$ cat src/rtl/generic_sram_byte_en_arbiter.sv
// Two-port arbiter in front of a single-port byte-enabled SRAM.
// Round-robin grant when idle, with optional lock ownership that is released by an idle timeout.
module generic_sram_byte_en_arbiter #(
    parameter int MEM_ADDR_BITS = 10,
    parameter int DATA_WIDTH    = 32,
    parameter int LOCK_TIMEOUT  = 15
) (
    input  logic                     clk,
    input  logic                     rst_n,
    input  logic                     req0,
    input  logic                     req1,
    input  logic                     lock0,
    input  logic                     lock1,
    input  logic [MEM_ADDR_BITS-1:0] addr0,
    input  logic [MEM_ADDR_BITS-1:0] addr1,
    input  logic                     we0,
    input  logic                     we1,
    input  logic [DATA_WIDTH/8-1:0]  be0,
    input  logic [DATA_WIDTH/8-1:0]  be1,
    input  logic [DATA_WIDTH-1:0]    wdata0,
    input  logic [DATA_WIDTH-1:0]    wdata1,
    output logic                     gnt0,
    output logic                     gnt1,
    output logic                     rvalid0,
    output logic                     rvalid1,
    output logic [DATA_WIDTH-1:0]    rdata0,
    output logic [DATA_WIDTH-1:0]    rdata1,
    output logic [MEM_ADDR_BITS-1:0] sram_addr,
    output logic                     sram_write_en,
    output logic                     sram_read_en,
    output logic [DATA_WIDTH/8-1:0]  sram_byte_en,
    output logic [DATA_WIDTH-1:0]    sram_write_data,
    input  logic [DATA_WIDTH-1:0]    sram_read_data
);
    typedef enum logic [1:0] {IDLE, OWN0, OWN1} state_t;

    state_t     state;
    logic       prio;
    logic [7:0] idle_cnt;
    logic       rd_pend;
    logic       rd_tag;
    logic       acc;
    logic       acc_we;

    always_comb begin
        gnt0 = 1'b0;
        gnt1 = 1'b0;
        case (state)
            IDLE: begin
                gnt0 = req0 && (!req1 || !prio);
                gnt1 = req1 && (!req0 || prio);
            end
            OWN0:    gnt0 = req0;
            OWN1:    gnt1 = req1;
            default: ;
        endcase
    end

    assign acc    = gnt0 || gnt1;
    assign acc_we = gnt0 ? we0 : we1;

    // SRAM bus is zero whenever nobody holds a grant
    always_comb begin
        sram_addr       = '0;
        sram_write_en   = 1'b0;
        sram_read_en    = 1'b0;
        sram_byte_en    = '0;
        sram_write_data = '0;
        if (gnt0) begin
            sram_addr       = addr0;
            sram_write_en   = we0;
            sram_read_en    = !we0;
            sram_byte_en    = be0;
            sram_write_data = wdata0;
        end else if (gnt1) begin
            sram_addr       = addr1;
            sram_write_en   = we1;
            sram_read_en    = !we1;
            sram_byte_en    = be1;
            sram_write_data = wdata1;
        end
    end

    always_ff @(posedge clk) begin
        if (!rst_n) begin
            state    <= IDLE;
            prio     <= 1'b0;
            idle_cnt <= 8'd0;
            rd_pend  <= 1'b0;
            rd_tag   <= 1'b0;
        end else begin
            rd_pend <= acc && !acc_we;
            rd_tag  <= gnt1;
            if (acc) begin
                prio     <= gnt0;
                idle_cnt <= 8'd0;
                if (gnt0) state <= lock0 ? OWN0 : IDLE;
                else      state <= lock1 ? OWN1 : IDLE;
            end else if (state != IDLE) begin
                // owner is silent this cycle; release once the limit is hit
                if (idle_cnt == 8'(LOCK_TIMEOUT - 1)) begin
                    state    <= IDLE;
                    idle_cnt <= 8'd0;
                end else begin
                    idle_cnt <= idle_cnt + 8'd1;
                end
            end
        end
    end

    // rst_n gating keeps a read in flight from surfacing while reset is applied
    assign rvalid0 = rst_n && rd_pend && !rd_tag;
    assign rvalid1 = rst_n && rd_pend && rd_tag;
    assign rdata0  = rvalid0 ? sram_read_data : '0;
    assign rdata1  = rvalid1 ? sram_read_data : '0;

endmodule

$ cat config.mk
export PLATFORM = sky130hd
export DESIGN_NAME = generic_sram_byte_en_arbiter
export DESIGN_NICKNAME = d
export VERILOG_FILES = /design/src/rtl/generic_sram_byte_en_arbiter.sv
export SDC_FILE = /design/constraint.sdc
export NUM_CORES = 1
export LEC_CHECK = 0
export CORE_AREA = 2 2 97 99
export CTS_CLUSTER_DIAMETER = 120
export DETAILED_ROUTE_END_ITERATION = 7
export DIE_AREA = 0 0 99 101
export MAX_ROUTING_LAYER = met4
export PLACE_DENSITY = 0.71
export SLEW_MARGIN = 20
export SYNTH_ARGS = -nofsm -noshare
export SYNTH_HDL_FRONTEND = slang
export SYNTH_SLANG_ARGS = --single-unit
$ cat constraint.sdc
create_clock -name clk -period 1.5 [get_ports clk]
set_input_delay 0.3 -clock clk [delete_from_list [all_inputs] [get_ports clk]]
set_output_delay 0.3 -clock clk [all_outputs]
set_load 0.02 [all_outputs]
=== Yosys cells after proc, flatten, opt, wreduce, memory -nomap -nowiden ===
Index checks and enable logic that the tools add are counted.

* Memories: 0
* Flip-flop bits (word level): 13
* Bits of input ports: 132
* Bits in writable memories: 0
* Bits in read-only memories: 0
* Bits in latches: 0

* $mul: 0
* Add/subtract/negate cells: 1
* Bitwise operators: 1
* Shifts and indexed selects: 0
* Muxes and demuxes: 22
* Reductions and logical operators: 22
* Equal/unequal tests: 3
* Magnitude comparators: 0
* Divide/modulo/power cells: 0

{| class="wikitable"
|+ Operators with widths
! kind !! count
|-
| two-way mux 32 bit || 4
|-
| two-way mux 10 bit || 2
|-
| two-way mux 2 bit || 5
|-
| adder 8 x 1 -> 8 bit (second input constant) || 1
|-
| == test 8 x 4 -> 1 bit (second input constant) || 1
|-
| two-way mux 4 bit || 2
|-
| two-way mux 8 bit || 1
|-
| zero test 1 bit || 7
|-
| logical AND 1 bit || 6
|-
| two-way mux 1 bit || 6
|-
| nonzero test 2 bit || 3
|-
| one-hot mux 1 bit (2 select lines) || 2
|-
| logical OR 1 bit || 3
|-
| == test 2 x 1 -> 1 bit (second input constant) || 1
|-
| == test 2 bit (second input constant) || 1
|-
| zero test 2 bit || 1
|-
| AND reduction 2 bit || 1
|-
| OR reduction 2 bit || 1
|-
| inverter 1 bit || 1
|}

=== Longest topological paths before layout ===
Gate-level depths: netlist of the first run.

* Word-level depth: 7
* Gate-level depth with buffers: 7

=== Worst setup path before layout of the first run ===
No wires, ideal clock.

* Path kind: flip-flop to output port
* Start: reg state[1]
* End: out sram_write_data[13]
* Buffers on the path: 3
* Path slack: -0.358 ns
* Required time: 1.200 ns
* Arrival: 1.558 ns
* Stages on the path, launching flop included: 7
* Cell sequence: dfxtp_1 buf_4 nor2b_1 o21ai_1 buf_2 buf_2 o21ai_0

* Cells in the longest elaborated chain, start to end: 4

{| class="wikitable"
|+ Ends and longest elaborated chain
! what !! RTL line !! source
|-
| from (decl) || 37 || <nowiki>state_t state;</nowiki>
|-
| from (signal assigned) || 97 || <nowiki>if (gnt0) state <= lock0 ? OWN0 : IDLE;</nowiki>
|-
| from (signal assigned) || 98 || <nowiki>else state <= lock1 ? OWN1 : IDLE;</nowiki>
|-
| == test 2 bit / zero test 2 bit (equally long branches) || 48 || <nowiki>case (state)</nowiki>
|-
| one-hot mux 1 bit (2 select lines) || 48 ||
|-
| two-way mux 32 bit || 75 || <nowiki>end else if (gnt1) begin</nowiki>
|-
| two-way mux 32 bit * || 69 || <nowiki>if (gnt0) begin</nowiki>
|-
| to (decl) || 32 || <nowiki>output logic [DATA_WIDTH-1:0] sram_write_data,</nowiki>
|}

Mark *: on every way between the ends. The rest lies on a longest branch, timed or not.

=== Worst setup path in the final report of the first run ===
* Start: reg state[0]
* End: out sram_write_data[5]

The elaborated chain is that of the path after synthesis.

==> metrics.txt, run 1 <==
run status=complete, but fails checks; violated checks=negative setup slack; reg-to-reg endpoint=idle_cnt[7]; hold path depth=2; kind of critical path=reg -> out; Hold Path Class=reg -> reg; half-perimeter wire length after placement=7980 um; worst setup slack for register-to-register paths=-0.05 ns; All-Layer GR Usage=22.1%; synthesized cell area=1980 um^2; most instantiated flip-flop cell in the synthesis netlist=sky130_fd_sc_hd__dfxtp_1; die width=99 um; Max FO, Critical Path=7; post-route setup TNS=-24.03 ns; number of global-route vias before repair=3534; Buffers & Inverters on Critical Path=3; final standard cell count with taps included and fillers excluded=713; chain of cells forming the critical path=nand2b_4 > o21ai_4 > buf_12 > clkbuf_16 > o21ai_2 > buf_6; final setup margin=-0.397 ns; total via count after detailed routing=3458; peak ir drop on the vdd network=0.230 mV; sort of element at the start of the critical path=register; CTS tree=done; unrepaired setup endpoints after global routing=true; initial standard-cell utilization of the core=22.0%; number of unique standard cell types used by synthesis=36; count of max-cap constraint violations=0; final antenna-violating net count=0; number of vias per cell=4.85; FMAX=0.527 GHz; commonest cells in the synthesized netlist=65 x sky130_fd_sc_hd__and2_1, 50 x sky130_fd_sc_hd__inv_1, 50 x sky130_fd_sc_hd__o21ai_0; Leak Pwr=2.75 nW; worst hold endpoint=idle_cnt[7]; Yosys warnings=0; share of final-layout standard cells stronger than drive strength 1=55.6%; post-synthesis cell count=305; Slowest-stage cell, CP=sky130_fd_sc_hd__dfxtp_4; worst max-slew margin expressed relative to the limit=73.5%; CP endpoint kind=primary output; total placed instance area=5040 um^2; part of the cycle the worst path needs=126%; share of the synthesized area in the top cell type=20.6%; gp weighted congestion=0.751; clock slew at the register clock pins of the worst setup and hold paths=0.06 ns; synthesized netlist net count=439; wire length per cell=17.9 um; number of buffer cells added on primary ports=247; Layout area overhead=217%; source-to-sink clock delay at the later pin of the worst-skew pair=0.25 ns; TritonCTS sink count=13; DRC=0; pin slew with the least headroom to its limit=0.394 ns; most frequently used cell type in the post-synthesis netlist=sky130_fd_sc_hd__and2_1; CTS H-Tree Depth=1; number of cell rows=35; Synth Register Bits=13; Die ar.=10000 um^2; final hold vios=0; number of buffers on the longest clock path=2; Post-Place Worst Slack=-0.965 ns; number of cells in the design after placement=661; Pre-antenna DRT Iters=4; clock skew=0.000542 ns; number of buffers inserted during clock tree synthesis=3; maximum number of pins on one net before global-route repair=31; count of filler cells inserted in the layout=713; final design instance area without fill=6260 um^2; clock root buffer=sky130_fd_sc_hd__clkbuf_8; share of flip-flops with an asynchronous set or reset after synthesis=0%; arrival time at the worst endpoint=1.60 ns; top cells by area, synth=sky130_fd_sc_hd__and2_1 21%, sky130_fd_sc_hd__o211ai_1 18%, sky130_fd_sc_hd__dfxtp_1 13%; Period minus WS final=1.90 ns; GRT Residual Overflow=0; final net count=737; Detailed Route WL=12700 um; number of pins exceeding their max-slew limit in the final report=0; beginning of the worst register-to-register path=idle_cnt[6]; worst reg2reg path depth=4; PwrDens=425 nW/um^2; hold path startpoint=idle_cnt[7]; Antenna Cells=0; sequential fraction of the synthesis area=13.2%; cell class contributing the biggest share of worst-path delay=buffers and inverters; I/O pin count=248; number of DRC violations after detailed-routing iteration 0=76; cell type with the largest total area after synthesis=sky130_fd_sc_hd__and2_1; slowest cell delay on critical path=0.36 ns; first-pass GRT wire length=17400 um; Avg Cell Area, Syn=6.48 um^2; Crit path required time=1.20 ns; count of endpoints failing setup in the final report=123; post-layout power=0.00266 W; Die Y-Extent=101 um; antenna violations before repair=0; Post-synth EDFFs=0; core box area=8980 um^2
==> tightest hold or removal path, cell delays in order (launching register included) <==
cell	delay [ns]
sky130_fd_sc_hd__dfxtp_1	0.34
sky130_fd_sc_hd__o31ai_1	0.09
sky130_fd_sc_hd__a211oi_2	0.07
==> metrics by stage <==
| stage | hold WS, ns | util (%) |
|---|---|---|
| CTS | 0.526 | 61.8 |
| global route | 0.573 | 69.7 |
| finish | 0.540 | 69.7 |
| floorplan | 0.422 | - |
| detailed placement | 0.516 | 56.2 |
| global placement | 0.490 | 56.2 |
==> routing by layer <==
layer  global-route usage, %  up-vias  wire length (um)
met2                    44.2      175              7410
met4                    5.58        0               314
met3                    4.09       19               853
met5                       -        -                 0
met1                    21.6     1618              4160
li1                        -     1646                 -
==> cell families after synthesis <==
group | synth area share, %
AO/OA/AOI/OAI | 40.4
XOR/XNOR | 1.77
adder cells (fa/ha/maj) | 1.27
buffers and inverters | 16.4
flip-flops | 13.2
AND/OR/NAND/NOR | 27.0
==> state kept, by name, indices dropped and copies added (netlist names) <==
register,cells
state,2
idle_cnt,8
rd_pend,1
prio,1
rd_tag,1
==> cell usage in the layout, fill, tap and decap left out, types with 2 or more instances in the layout <==
cell type,synthesis,routed
sky130_fd_sc_hd__and2_4,0,64
sky130_fd_sc_hd__clkbuf_16,0,6
sky130_fd_sc_hd__nor2b_4,0,2
sky130_fd_sc_hd__dfxtp_1,13,6
sky130_fd_sc_hd__o21ai_4,0,24
sky130_fd_sc_hd__buf_4,3,32
sky130_fd_sc_hd__buf_12,0,11
sky130_fd_sc_hd__dfxtp_4,0,2
sky130_fd_sc_hd__inv_1,50,49
sky130_fd_sc_hd__buf_8,0,3
sky130_fd_sc_hd__nand2b_4,0,2
sky130_fd_sc_hd__o21ai_1,2,4
sky130_fd_sc_hd__xor2_1,3,3
sky130_fd_sc_hd__a211o_1,2,2
sky130_fd_sc_hd__buf_16,0,5
sky130_fd_sc_hd__a21boi_0,2,2
sky130_fd_sc_hd__o21ai_2,0,19
sky130_fd_sc_hd__buf_2,9,6
sky130_fd_sc_hd__nand2_2,0,2
sky130_fd_sc_hd__o211ai_1,48,48
sky130_fd_sc_hd__nand2_1,5,3
sky130_fd_sc_hd__clkbuf_8,0,3
sky130_fd_sc_hd__ha_1,2,2
sky130_fd_sc_hd__buf_6,0,128
sky130_fd_sc_hd__a211oi_2,1,3
sky130_fd_sc_hd__nor3_2,0,5
sky130_fd_sc_hd__dfxtp_2,0,5
sky130_fd_sc_hd__or4_4,2,2
sky130_fd_sc_hd__o31ai_1,2,2
sky130_fd_sc_hd__o21ai_0,50,5
sky130_fd_sc_hd__clkdlybuf4s50_1,0,128
==> layout make-up <==
class	instances	area [um^2]	share of cell area, %
multi-input combinational	212	2000	32.0
clock buffer	4	45.0	0.720
tap	111	139	2.22
inverter	50	193	3.08
timing repair buffer	323	3610	57.6
sequential	13	274	4.38
==> power breakdown <==
| group | leakage, nW | total (W) | internal (W) | switching, W |
|---|---|---|---|---|
| sequential | 0.109 | 0.000368 | 0.000357 | 0.0000115 |
| clock | 0.0228 | 0.000328 | 0.000188 | 0.000140 |
| combinational | 2.61 | 0.00196 | 0.00110 | 0.000867 |
==> what timing repair did <==
action | in CTS | in global routing
resized for setup | 655 | 175
hold endpoints to repair | 0 | 0
endpoints found under the setup margin | 125 | 125
gates cloned | 10 | 8
buffers inserted | 17 | 20
pin swaps | 39 | 43
hold buffers | 0 | 0
==> worst max-delay path by stage <==
| stage | end | cells after the start | slack, ns | from |
|---|---|---|---|---|
| 6_report | sram_write_data[5] | 6 | -0.40 | state[0] |
| 5_1_grt | sram_write_data[5] | 6 | -0.46 | state[1] |
| 3_5_place_dp | sram_write_data[15] | 6 | -0.96 | req1 |
| 2_1_floorplan | sram_addr[0] | 7 | -0.09 | state[1] |
| 3_3_place_gp | sram_write_data[15] | 6 | -0.97 | req1 |
| 4_1_cts | sram_write_data[2] | 6 | -0.35 | state[0] |
Note: power is estimated with default switching activity, not from simulation.
==> inputs of run 2 (changes only) <==
--- a/config.mk
+++ b/config.mk
@@ -11,6 +11,7 @@
 export DIE_AREA = 0 0 99 101
 export MAX_ROUTING_LAYER = met4
 export PLACE_DENSITY = 0.71
+export SKIP_LAST_GASP = 1
 export SLEW_MARGIN = 20
 export SYNTH_ARGS = -nofsm -noshare
 export SYNTH_HDL_FRONTEND = slang
==> metrics.txt, run 2 (synthesized netlist as in run 1, its figures left out) <==
run status=complete, but fails checks; violated checks=negative setup slack; Hold Path Class=in -> reg; worst setup slack for register-to-register paths=-0.04 ns; FMAX=0.540 GHz; Die Y-Extent=101 um; Period minus WS final=1.85 ns; Antenna Cells=0; CTS tree=done; number of DRC violations after detailed-routing iteration 0=57; post-route setup TNS=-21.24 ns; initial standard-cell utilization of the core=22.0%; All-Layer GR Usage=21.9%; share of final-layout standard cells stronger than drive strength 1=50.5%; count of filler cells inserted in the layout=775; CTS H-Tree Depth=1; number of buffers on the longest clock path=2; crit path from=state[0]; number of pins exceeding their max-slew limit in the final report=0; final antenna-violating net count=0; hold path startpoint=rst_n; reg-to-reg endpoint=idle_cnt[5]; Biggest register=idle_cnt; clock skew=0.00104 ns; final setup margin=-0.350 ns; count of max-cap constraint violations=0; hold path depth=3; clock slew at the register clock pins of the worst setup and hold paths=0.06 ns; worst hold endpoint=rd_tag; multi-input logic area=1910 um^2; core box area=8980 um^2; Detailed Route WL=11800 um; arrival time at the worst endpoint=1.55 ns; DRC=0; flip-flop count of the largest register after layout=8; I/O pin count=248; final hold vios=0; kind of critical path=reg -> out; number of buffers inserted during clock tree synthesis=3; Max FO, Critical Path=9; maximum number of pins on one net before global-route repair=31; Layout area overhead=192%; count of endpoints failing setup in the final report=119; source-to-sink clock delay at the later pin of the worst-skew pair=0.25 ns; number of global-route vias before repair=3546; number of cell rows=35; worst max-slew margin expressed relative to the limit=77.7%; sequential cell area=274 um^2; post-cts hold buffer count=0; half-perimeter wire length after placement=7980 um; peak ir drop on the vdd network=0.204 mV; clock root buffer=sky130_fd_sc_hd__clkbuf_8; part of the cycle the worst path needs=123%; most common cell after layout, fill and taps aside=sky130_fd_sc_hd__clkdlybuf4s50_1; Die ar.=10000 um^2; TritonCTS sink count=13; Hold Worst Slack=0.482 ns; wire length per cell=16.9 um; beginning of the worst register-to-register path=idle_cnt[4]; die width=99 um; commonest non-fill, non-tap cells in the layout=128 x sky130_fd_sc_hd__clkdlybuf4s50_1, 83 x sky130_fd_sc_hd__buf_6, 51 x sky130_fd_sc_hd__and2_4, 49 x sky130_fd_sc_hd__inv_1, 48 x sky130_fd_sc_hd__o211ai_1; post-layout power=0.00243 W; number of cells in the design after placement=661; antenna violations before repair=0; number of buffer cells added on primary ports=247; final cell utilization of the core=64.4%; Regs by FF count=idle_cnt x8, state x2; gp weighted congestion=0.751; Crit path required time=1.20 ns; final standard cell count with taps included and fillers excluded=699; PwrDens=421 nW/um^2; Leak Pwr=2.56 nW; GRT Residual Overflow=0; worst reg2reg path depth=4; number of vias per cell=4.78; total via count after detailed routing=3338; final net count=723; first-pass GRT wire length=17300 um; CP endpoint kind=primary output; unrepaired setup endpoints after global routing=true; Pre-antenna DRT Iters=4; sort of element at the start of the critical path=register; pin slew with the least headroom to its limit=0.332 ns
[run 2: report_power, final]
group | internal [W] | switching, W
sequential | 0.000357 | 0.0000120
combinational | 0.000941 | 0.000799
clock | 0.000188 | 0.000138
[run 2: layout make-up]
class | instances | share of cell area [%]
inverters | 50 | 3.33
multi-input cells | 212 | 33.1
flip-flops and latches | 13 | 4.74
clock buffers | 4 | 0.780
well taps | 111 | 2.40
repair buffers | 309 | 55.6
[run 2: timing repair]
item                       in CTS  in global routing
buffers inserted               17                 11
gates cloned                   10                  4
setup endpoints to repair     125                126
pin swaps                      35                 33
resized for setup             577                152
[run 2: per-layer routing]
layer  share of wire, %  global-route usage (%)  vias up  wire [um]
met5                  0                       -        -          0
met1                 34                    21.8     1528       4060
met4                2.1                    5.90        0        244
met2                 56                    43.6      174       6670
met3                7.1                    3.68       17        835
li1                   -                       -     1619          -
[run 2: how the worst max path moves through the flow]
stage                               end  slack (ns)  cells after the start
global route         sram_write_data[9]       -0.41                      6
CTS                        sram_read_en       -0.35                      7
finish               sram_write_data[9]       -0.35                      6
floorplan                  sram_addr[0]       -0.09                      7
global placement    sram_write_data[15]       -0.97                      6
detailed placement  sram_write_data[15]       -0.96                      6
[run 2: critical path, stage by stage (launching register included)]
cell	delay, ns
sky130_fd_sc_hd__dfxtp_4	0.36
sky130_fd_sc_hd__nand2b_4	0.15
sky130_fd_sc_hd__o21ai_4	0.20
sky130_fd_sc_hd__buf_8	0.19
sky130_fd_sc_hd__clkbuf_16	0.18
sky130_fd_sc_hd__o21ai_1	0.06
sky130_fd_sc_hd__buf_2	0.16
[run 2: metrics by stage]
| step | worst slack (ns) | cell area (um^2) |
|---|---|---|
| after floorplan | -0.0918 | 2310 |
| after global placement | -0.965 | 5040 |
| after detailed placement | -0.965 | 5040 |
| after CTS | -0.353 | 5530 |
| after global routing | -0.408 | 5780 |
| final | -0.350 | 5780 |
